`config.mk`:
```
export PLATFORM = sky130hd
export DESIGN_NAME = mem_stage_ctrl
export DESIGN_NICKNAME = d
export VERILOG_FILES = /design/src/rtl/mem_stage_ctrl.sv
export SDC_FILE = /design/constraint.sdc
export NUM_CORES = 1
export LEC_CHECK = 0
export CAP_MARGIN = 20
export CORE_MARGIN = 4
export CORE_UTILIZATION = 45
export CTS_BUF_LIST = sky130_fd_sc_hd__clkbuf_4 sky130_fd_sc_hd__clkbuf_8
export CTS_CLUSTER_SIZE = 20
export DETAILED_ROUTE_END_ITERATION = 10
export PLACE_DENSITY = 0.85
export SLEW_MARGIN = 20
export SYNTH_ARGS = -nofsm -noshare
export SYNTH_HDL_FRONTEND = slang
export SYNTH_SLANG_ARGS = --single-unit
```
`constraint.sdc`:
```
create_clock -name clk_i -period 6.13 [get_ports clk_i]
set_input_delay 0.613 -clock clk_i [delete_from_list [all_inputs] [get_ports clk_i]]
set_output_delay 0.613 -clock clk_i [all_outputs]
set_load 0.03 [all_outputs]
```
`src/rtl/mem_stage_ctrl.sv`:
```
// MEM-stage controller: stalls the pipeline around a single-outstanding data-memory request.
// Optional MEM_ALIGN_CHECK_EN adds misaligned-access detection and the misalign_o port.
module mem_stage_ctrl (
  input  logic        clk_i,
  input  logic        rst_i,
  input  logic        MemRead_i,
  input  logic        MemWrite_i,
  input  logic        RegWrite_i,
  input  logic        MemtoReg_i,
  input  logic [31:0] ALUdata_i,
  input  logic [31:0] WriteData_i,
  input  logic [4:0]  RDaddr_i,
  output logic        dmem_req_o,
  output logic        dmem_we_o,
  output logic [31:0] dmem_addr_o,
  output logic [31:0] dmem_wdata_o,
  input  logic [31:0] dmem_rdata_i,
  input  logic        dmem_ack_i,
  output logic        stall_o,
  output logic        RegWrite_o,
  output logic        MemtoReg_o,
  output logic [31:0] ReadData_o,
  output logic [31:0] ALUdata_o,
  output logic [4:0]  RDaddr_o
`ifdef MEM_ALIGN_CHECK_EN
  ,
  output logic        misalign_o
`endif
);

  typedef enum logic [1:0] {S_IDLE, S_WAIT, S_DONE} state_t;

  state_t      state_q, state_d;
  logic [31:0] addr_q, addr_d;
  logic [31:0] wdata_q, wdata_d;
  logic        we_q, we_d;
  logic        regwrite_q, regwrite_d;
  logic        memtoreg_q, memtoreg_d;
  logic [4:0]  rdaddr_q, rdaddr_d;
  logic [31:0] rdata_q, rdata_d;
  logic        mem_op;
  logic        misalign_det;
  logic        misalign;

  assign mem_op = MemRead_i | MemWrite_i;

`ifdef MEM_ALIGN_CHECK_EN
  assign misalign_det = (ALUdata_i[1:0] != 2'b00);
  assign misalign_o   = misalign;
`else
  assign misalign_det = 1'b0;
`endif

  always_comb begin
    state_d      = state_q;
    addr_d       = addr_q;
    wdata_d      = wdata_q;
    we_d         = we_q;
    regwrite_d   = regwrite_q;
    memtoreg_d   = memtoreg_q;
    rdaddr_d     = rdaddr_q;
    rdata_d      = rdata_q;
    dmem_req_o   = 1'b0;
    dmem_we_o    = we_q;
    dmem_addr_o  = addr_q;
    dmem_wdata_o = wdata_q;
    stall_o      = 1'b0;
    RegWrite_o   = 1'b0;
    MemtoReg_o   = 1'b0;
    ReadData_o   = 32'd0;
    ALUdata_o    = ALUdata_i;
    RDaddr_o     = RDaddr_i;
    misalign     = 1'b0;

    case (state_q)
      S_IDLE: begin
        if (mem_op && misalign_det) begin
          misalign = 1'b1;
        end else if (mem_op) begin
          stall_o    = 1'b1;
          addr_d     = ALUdata_i;
          wdata_d    = WriteData_i;
          we_d       = MemWrite_i;  // store wins when both are set
          regwrite_d = RegWrite_i;
          memtoreg_d = MemtoReg_i;
          rdaddr_d   = RDaddr_i;
          state_d    = S_WAIT;
        end else begin
          RegWrite_o = RegWrite_i;
          MemtoReg_o = MemtoReg_i;
        end
      end
      S_WAIT: begin
        dmem_req_o = 1'b1;
        stall_o    = 1'b1;
        ALUdata_o  = addr_q;
        RDaddr_o   = rdaddr_q;
        if (dmem_ack_i) begin
          rdata_d = we_q ? 32'd0 : dmem_rdata_i;
          state_d = S_DONE;
        end
      end
      S_DONE: begin
        RegWrite_o = regwrite_q;
        MemtoReg_o = memtoreg_q;
        ALUdata_o  = addr_q;
        RDaddr_o   = rdaddr_q;
        ReadData_o = rdata_q;
        state_d    = S_IDLE;
      end
      default: state_d = S_IDLE;
    endcase

    // Reset must quiet every output immediately, not just at the next edge.
    if (rst_i) begin
      dmem_req_o = 1'b0;
      stall_o    = 1'b0;
      RegWrite_o = 1'b0;
      MemtoReg_o = 1'b0;
      ReadData_o = 32'd0;
      ALUdata_o  = 32'd0;
      RDaddr_o   = 5'd0;
      misalign   = 1'b0;
    end
  end

  always_ff @(posedge clk_i or posedge rst_i) begin
    if (rst_i) begin
      state_q    <= S_IDLE;
      addr_q     <= 32'd0;
      wdata_q    <= 32'd0;
      we_q       <= 1'b0;
      regwrite_q <= 1'b0;
      memtoreg_q <= 1'b0;
      rdaddr_q   <= 5'd0;
      rdata_q    <= 32'd0;
    end else begin
      state_q    <= state_d;
      addr_q     <= addr_d;
      wdata_q    <= wdata_d;
      we_q       <= we_d;
      regwrite_q <= regwrite_d;
      memtoreg_q <= memtoreg_d;
      rdaddr_q   <= rdaddr_d;
      rdata_q    <= rdata_d;
    end
  end

endmodule

```
==> out/qor.csv, run 1 <==
metric,value,unit
CTS Buf Count,9,
leakage power,3.28,nW
dpl hpwl,10.2,mm
Initial Utilization,46.1,%
Syn. warnings,0,
Clock Pin Slew Worst Setup and Hold Paths,0.10,ns
critical path peak fanout,73,
die width,113,µm
Max Clock Skew,0.00943,ns
P&R area growth vs syn,54.8,%
max-cap check violation count,0,
worst-margin pin slew,0.927,ns
WL/cell,16.7,µm
vias in the first global route,4298,
gpl congestion,0.793,
Hold Path Class,flip-flop to flip-flop,
Synth Area per Inst,11.6,µm²
first-pass GRT wire length,21.6,mm
largest net degree at the start of global routing,74,
Max VDD drop,0.000322,V
Residual DRC,0,
most frequent cells in the layout,"245 x clkdlybuf4s50_1, 106 x dfrtp_1, 67 x mux2_2",
Power Total,0.00428,W
M3 GR Usage,6.58,%
cts repair resizes,0,
GRT busiest layer,met2,
CP Launch Type,primary input,
antenna-violating nets left,0,
simple logic cell fraction of the synthesized area,14.3,%
CTS Root Cell,clkbuf_8,
Crit Path Class,primary input to primary output,
clk sink count,106,
met1 usage,23.5,%
WL final,13.6,mm
"most common cell after layout, fill and taps aside",clkdlybuf4s50_1,
detailed-route via count,4001,
Starting DRT DRC Count,212,
"top cells by area, synth","dfrtp_1 53%, mux2_2 15%, mux2i_1 7.4%, nand2b_1 4.1%, and2_1 4.0%",
Synth cell types,22,
"Hold Violations, Final",0,
PwrDens,553,nW/µm²
synthesized flop and latch total,106,
CP arrival,2.77,ns
NumNets Final,779,
status,"complete, no violations",
unrepaired setup endpoints after global routing,false,
antenna violations before repair,0,
hold buffers post-CTS,0,
Synth Area in Compound Gates,4.13,%
WP data required,5.52,ns
mapped cell area,4990,µm²
ANT cells,0,
multiplexer share of the synthesized area,23.9,%
Max clock buf depth,2,
Max Clk Rate,0.295,GHz
standard-cell rows,38,
Post-Synth XOR/XNOR Area,0,%
total setup buffers inserted after CTS,0,
Synth area leader,dfrtp_1,
core area,10800,µm²
Post-Synth Adder-Cell Area,1.25,%
setup TNS,0,ns
"Slew Viols, Final",0,
"Period Utilization, post-route",55.3,%
die footprint,12800,µm²
TritonCTS clock tree,built,
Final Critical Period,3.39,ns
gr usage total,21.2,%
"Clk Latency, worst-skew pair",0.36,ns
top-area cell type share of the netlist area,53.1,%
H-tree Lvls,3,
max_slew headroom,38.2,%
I/O Buffers,245,
share of post-route cells with drive strength above 1,13.6,%
endpoint class of the critical path,primary output,
Post-Syn Instances,432,
total grt overflow,0,
top-level I/O count,246,
main combinational cell family by area after synthesis,multiplexers,
Pre-antenna DRT Iters,6,
share of the yosys chip area belonging to registers,53.1,%
via-per-instance ratio,4.93,
GR Layer Usage met2,38.1,%
"Net Count, Synth",545,
# setup viols final,0,
Die Ht,113,µm
-- layer usage --
layer / vias to the layer above / part of all wire [%] / wire (µm)
met2: 156 / 53 / 7230
met4: 0 / 2.0 / 275
met1: 1914 / 37 / 5000
met3: 20 / 7.9 / 1080
li1: 1911 / - / -
met5: - / 0 / 0
-- worst max-delay path, stage by stage --
cell,delay (ns)
clkdlybuf4s50_1,0.50
o21ai_4,0.17
buf_4,0.70
o21bai_1,0.16
clkdlybuf4s50_1,0.63
-- kinds of logic (layout without fill, tap and decap cells) --
| group | Yosys count | in the layout |
|---|---|---|
| buffers and inverters | 30 | 269 |
| flip-flops | 106 | 106 |
| adder cells (fa/ha/maj) | 5 | 5 |
| AND/OR/NAND/NOR | 144 | 144 |
| multiplexers | 110 | 110 |
| AO/OA/AOI/OAI | 37 | 37 |
-- flip-flops by register name (all words and copies together) (netlist names) --
signal,flops
dmem_addr_o,32
dmem_wdata_o,32
dmem_we_o,1
memtoreg_q,1
rdaddr_q,5
rdata_q,32
regwrite_q,1
state_q,2
-- synth_stat cells --
| master | number |
|---|---|
| ha_1 | 5 |
| mux2_2 | 67 |
| mux2_1 | 6 |
| nand2b_1 | 33 |
| nor4_1 | 1 |
| a22o_1 | 2 |
| o21ai_0 | 32 |
| buf_4 | 6 |
| buf_6 | 4 |
| buf_2 | 2 |
| o21ai_4 | 1 |
| and2_1 | 32 |
| o21bai_1 | 1 |
| inv_1 | 3 |
| dfrtp_1 | 106 |
| nand2_1 | 36 |
| clkbuf_1 | 13 |
| mux2i_1 | 37 |
| nor2b_1 | 3 |
| a21oi_1 | 1 |
| buf_1 | 2 |
| nor2_1 | 39 |
-- report_power, final --
part	switching, W	internal (W)	leakage, nW
sequential	0.000219	0.00105	1.29
clock	0.000236	0.000213	0.102
combinational	0.00138	0.00119	1.89
total	0.00183	0.00245	3.28
-- final cells by class --
type	count	area [µm²]
Tap cell	140	175
Timing Repair Buffer	250	2490
Sequential cell	106	2650
Fill cell	811	3110
Inverter	3	13.8
Multi-Input combinational cell	296	2190
Clock inverter	5	62.6
Clock buffer	11	151
-- final timing paths --
path,from,end,slack [ns],cells past startpoint
setup / recovery,MemWrite_i,stall_o,2.74,5
hold / removal,rdata_q[11],rdata_q[11],0.48,2
setup reg to reg,state_q[0],dmem_wdata_o[0],4.05,5
hold reg to reg,rdata_q[11],rdata_q[11],0.48,2
max in group asynchronous,rst_i,rdata_q[1],3.88,4
min in group asynchronous,rst_i,rdata_q[20],0.99,3
-- metrics by stage --
step                setup WS [ns]  utilization (%)  hold WS (ns)  area, µm²  instances
global route                 2.61             71.3         0.505       7730        811
CTS                          2.43             71.2         0.486       7720        811
detailed placement           2.72             69.3         0.462       7510        795
global placement             2.71             69.3         0.454       7510        795
floorplan                    2.35                -         0.442       4990        432
finish                       2.74             71.3         0.483       7730        811
Note: power is estimated with default switching activity, not from simulation.
==> inputs of run 2 (changes only) <==
- CORE_UTILIZATION: 45 -> 42
- PLACE_DENSITY: 0.85 -> 0.8
- clock period: 6.13 -> 3.4 ns (I/O delays scaled with it)
==> run 2 against run 1 <==
  * Routed wire length up 1.7%
  * Clock-buffer cell count fell by 1
  * Worst setup slack lost 2.5 ns
  * Clock power rose by 74%
  * Critical endpoint is now ALUdata_o[30]
==> out/qor.csv, run 2 (synthesized netlist as in run 1, its figures left out) <==
metric,value,unit
standard-cell rows,39,
Crit Path Class,flip-flop to primary output,
first-pass GRT wire length,21.2,mm
total setup buffers inserted after CTS,0,
Worst path max stage delay,0.79,ns
worst r2r dst,dmem_wdata_o[3],
Reg2Reg Depth,5,
"most common cell after layout, fill and taps aside",clkdlybuf4s50_1,
largest net degree at the start of global routing,73,
worst-margin pin slew,0.927,ns
Buf/Inv on CP,3,
PwrDens,1000,nW/µm²
I/O Buffers,245,
NumNets Final,782,
Max VDD drop,0.000654,V
GRT busiest layer,met2,
ANT cells,0,
WP depth,6,
hold buffers post-CTS,0,
CP Launch Point,state_q[0],
Critical R2R Launch,state_q[0],
core area,11500,µm²
vias in the first global route,4249,
detailed-route via count,4007,
via-per-instance ratio,4.90,
# setup viols final,0,
TritonCTS clock tree,built,
antenna violations before repair,0,
gr usage total,20.0,%
crit path cell chain,"inv_1, ha_2, buf_12, mux2i_1, nor2_1, clkdlybuf4s50_1",
met1 usage,20.9,%
WP data required,3.06,ns
CP max stage cell,ha_2,
"Clk Latency, worst-skew pair",0.36,ns
Initial Utilization,43.4,%
CP Capture Point,ALUdata_o[30],
WL final,13.8,mm
Max clock buf depth,2,
Clock Pin Slew Worst Setup and Hold Paths,0.10,ns
Final Critical Period,3.18,ns
CP arrival,2.84,ns
max_slew headroom,38.2,%
antenna-violating nets left,0,
Pre-antenna DRT Iters,6,
Die Ht,117,µm
H-tree Lvls,3,
Max Clock Skew,0.00756,ns
critical path's top delay family,buffers and inverters,
Register-to-Register Setup Slack,1.29,ns
max-cap check violation count,0,
status,"complete, no violations",
M3 GR Usage,7.81,%
Max Clk Rate,0.315,GHz
dpl hpwl,10.5,mm
endpoint class of the critical path,primary output,
critical path peak fanout,22,
GR Layer Usage met2,35.9,%
clk sink count,106,
post-route core utilization,66.5,%
total grt overflow,0,
leakage power,3.35,nW
setup TNS,0,ns
share of post-route cells with drive strength above 1,19.1,%
CP Launch Type,flip-flop,
unrepaired setup endpoints after global routing,false,
top-level I/O count,246,
gpl congestion,0.751,
P&R area growth vs syn,53.4,%
"Period Utilization, post-route",93.4,%
die footprint,13700,µm²
WL/cell,16.9,µm
Starting DRT DRC Count,208,
CTS Root Cell,clkbuf_8,
"Hold Violations, Final",0,
cts repair resizes,0,
Residual DRC,0,
Hold Startpoint,rdata_q[29],
"Slew Viols, Final",0,
die width,117,µm
Hold Path Class,flip-flop to flip-flop,
CTS Buf Count,9,
most frequent cells in the layout,"211 x clkdlybuf4s50_1, 106 x dfrtp_1, 67 x mux2_2",
run 2: cell type report:
type                    count  area, µm²
clock inverters             6       66.3
multi-input cells         296       2180
clock buffers              10        131
flip-flops and latches    106       2650
inverters                   3       15.0
well taps                 143        179
fillers                   901       3850
repair buffers            253       2440
run 2: metrics by stage:
stage | cell area [µm²] | hold slack (ns) | setup WS [ns] | power, W | std cells
floorplan | 5000 | 0.442 | 1.36 | 0.00522 | 432
global placement | 7470 | 0.453 | 0.714 | 0.00686 | 801
detailed placement | 7470 | 0.462 | 0.607 | 0.00699 | 801
CTS | 7660 | 0.485 | 0.170 | 0.00779 | 817
global route | 7660 | 0.513 | 0.0578 | 0.00816 | 817
finish | 7660 | 0.477 | 0.224 | 0.00769 | 817
run 2: worst reg2reg max path, cell delays in order (launching register included):
cell,delay [ns]
dfrtp_1,0.40
inv_1,0.10
ha_2,0.23
o21ai_4,0.07
buf_4,0.71
mux2_2,0.49
run 2: how the worst min path moves through the flow:
stage	endpoint	slack (ns)	depth (start not counted)
finish	rdata_q[29]	0.48	2
global route	rdata_q[28]	0.51	2
CTS	rdata_q[29]	0.48	2
detailed placement	rdata_q[30]	0.46	2
global placement	rdata_q[10]	0.45	2
floorplan	rdata_q[0]	0.44	2
run 2: where the power goes:
part	leakage (nW)	internal [W]	switching, W
logic	1.97	0.00214	0.00248
clock network	0.0923	0.000350	0.000432
registers	1.29	0.00189	0.000399
total	3.35	0.00438	0.00331
run 2: metal layers:
layer	wire length (µm)	vias to the layer above	part of all wire, %
met5	0	-	0
li1	-	1911	-
met3	1250	26	9.0
met2	7250	138	53
met4	408	0	3.0
met1	4900	1932	35
==> inputs of run 3 (changes only) <==
- ABC_AREA: not set -> 0
- CELL_PAD_IN_SITES_DETAIL_PLACEMENT: not set -> 0
- CELL_PAD_IN_SITES_GLOBAL_PLACEMENT: not set -> 1
- CORE_ASPECT_RATIO: not set -> 0.75
- CORE_UTILIZATION: 42 -> 31
- PLACE_DENSITY: 0.8 -> 0.79
==> run 3 against run 2 <==
  * Clock-buffer cell count down 1
  * Maximum frequency is 5.1% higher
  * Clock skew up 0.0029 ns
  * Combinational power about the same
  * Largest power group unchanged
  * Largest cell class unchanged
  * Sequential share of layout area is 0.75 points lower
  * Design area up 2.2%
  * First-iteration DRC count fell by 42%
  * Non-clock buffer count shrank 1
  * Clock power increased by 3.8%
  * Worst setup slack gained 0.15 ns
  * Global-route usage down 4.7 points
  * Via count is 1.6% lower
==> out/qor.csv, run 3 (synthesized netlist as in run 1, its figures left out) <==
metric,value,unit
WP data required,3.06,ns
vias in the first global route,4350,
register share of total power,29.1,%
Residual DRC,0,
Hold Path Depth,2,
TritonCTS clock tree,built,
endpoint class of the critical path,primary output,
sw frac,43.1,%
CTS Root Cell,clkbuf_8,
max_slew headroom,35.2,%
clk sink count,106,
Critical R2R Launch,state_q[0],
worst r2r dst,dmem_addr_o[25],
Crit Path Class,flip-flop to primary output,
first-pass GRT wire length,22.7,mm
final cell count without fillers,878,
die width,155,µm
critical path peak fanout,26,
antenna-violating nets left,0,
Final Critical Period,3.02,ns
antenna violations before repair,0,
Psw,0.00333,W
most frequent cells in the layout,"242 x clkdlybuf4s50_1, 106 x dfrtp_1, 67 x mux2_2",
Starting DRT DRC Count,121,
die footprint,18200,µm²
PwrDens,986,nW/µm²
hold buffers post-CTS,0,
Die Ht,118,µm
Max Clock Skew,0.0105,ns
Max VDD drop,0.000625,V
detailed-route via count,3943,
DP Cell Count,862,
gr usage total,15.3,%
Hold Startpoint,rdata_q[17],
Pre-antenna DRT Iters,4,
# setup viols final,0,
Clock Pin Slew Worst Setup and Hold Paths,0.11,ns
worst-margin pin slew,0.969,ns
WL final,14.0,mm
Reg2Reg Depth,5,
share of post-route cells with drive strength above 1,14.6,%
ANT cells,0,
"Hold Violations, Final",0,
gpl congestion,0.780,
"Slew Viols, Final",0,
"Clk Latency, worst-skew pair",0.37,ns
H-tree Lvls,3,
setup TNS,0,ns
Max Clk Rate,0.331,GHz
CP Launch Type,flip-flop,
area of the multi-input gates,2180,µm²
total setup buffers inserted after CTS,0,
Hold Path Class,flip-flop to flip-flop,
WL/cell,15.9,µm
NumNets Final,781,
max-cap check violation count,0,
via-per-instance ratio,4.49,
logic gate share of total power,60.4,%
Int Pwr,0.00439,W
Fillers,1364,
hold worst-path end,rdata_q[17],
Register-to-Register Setup Slack,1.29,ns
"Period Utilization, post-route",88.9,%
I/O Buffers,245,
Max clock buf depth,2,
status,"complete, no violations",
cts repair resizes,0,
core area,15500,µm²
top-level I/O count,246,
largest net degree at the start of global routing,73,
dpl hpwl,10.5,mm
"most common cell after layout, fill and taps aside",clkdlybuf4s50_1,
leakage power,3.30,nW
CTS Buf Count,9,
unrepaired setup endpoints after global routing,false,
CP arrival,2.68,ns
Reg area,2650,µm²
standard-cell rows,39,
Initial Utilization,32.2,%
P&R area growth vs syn,56.8,%
Clock power frac,10.5,%
total grt overflow,0,
[run 3: how the worst max path moves through the flow]
stage                     startpoint        endpoint  depth (start not counted)
final                     state_q[1]   ALUdata_o[28]                          6
after floorplan                rst_i  dmem_addr_o[0]                          3
after global placement    state_q[0]   ALUdata_o[28]                          6
after CTS                 state_q[0]   ALUdata_o[28]                          6
after detailed placement  state_q[1]   ALUdata_o[28]                          6
after global routing      state_q[1]   ALUdata_o[16]                          6
[run 3: layout make-up]
cell class / instances / share of cell area [%]
clock buffer: 9 / 1.58
clock inverter: 7 / 1.04
inverter: 3 / 0.192
multi-input combinational: 296 / 27.9
sequential: 106 / 33.9
tap: 205 / 3.27
timing repair buffer: 252 / 32.2
[run 3: critical path, stage by stage, from the launching register on]
cell	delay [ns]
dfrtp_1	0.39
inv_1	0.10
ha_2	0.59
buf_12	0.27
mux2i_1	0.10
nor2_1	0.14
clkdlybuf4s50_1	0.70
[run 3: metal layers]
| layer | wire (µm) | part of all wire, % | up-vias | GRT usage (%) |
|---|---|---|---|---|
| met1 | 5640 | 40 | 1870 | 17.5 |
| met2 | 6630 | 47 | 148 | 25.5 |
| met5 | 0 | 0 | - | 0 |
| met4 | 153 | 1.1 | 0 | 3.47 |
| li1 | - | - | 1913 | - |
| met3 | 1550 | 11 | 12 | 7.98 |
[run 3: through the flow]
stage | power [W] | hold slack, ns | area (µm²) | util, % | setup slack, ns
floorplan | 0.00522 | 0.442 | 5000 | - | 1.36
global route | 0.00822 | 0.503 | 7830 | 50.5 | 0.225
detailed placement | 0.00699 | 0.463 | 7630 | 49.2 | 0.784
global placement | 0.00691 | 0.455 | 7630 | 49.2 | 0.861
finish | 0.00772 | 0.483 | 7830 | 50.5 | 0.377
CTS | 0.00783 | 0.486 | 7830 | 50.5 | 0.338
[run 3: power by group through the flow]
stage | Sequential (W) | Combinational, W | Clock, W
2_1_floorplan | 0.00301 | 0.00221 | 0
3_3_place_gp | 0.00224 | 0.00467 | 0
3_5_place_dp | 0.00227 | 0.00472 | 0
4_1_cts | 0.00225 | 0.00473 | 0.000851
5_1_grt | 0.00235 | 0.00497 | 0.000906
6_report | 0.00225 | 0.00466 | 0.000812
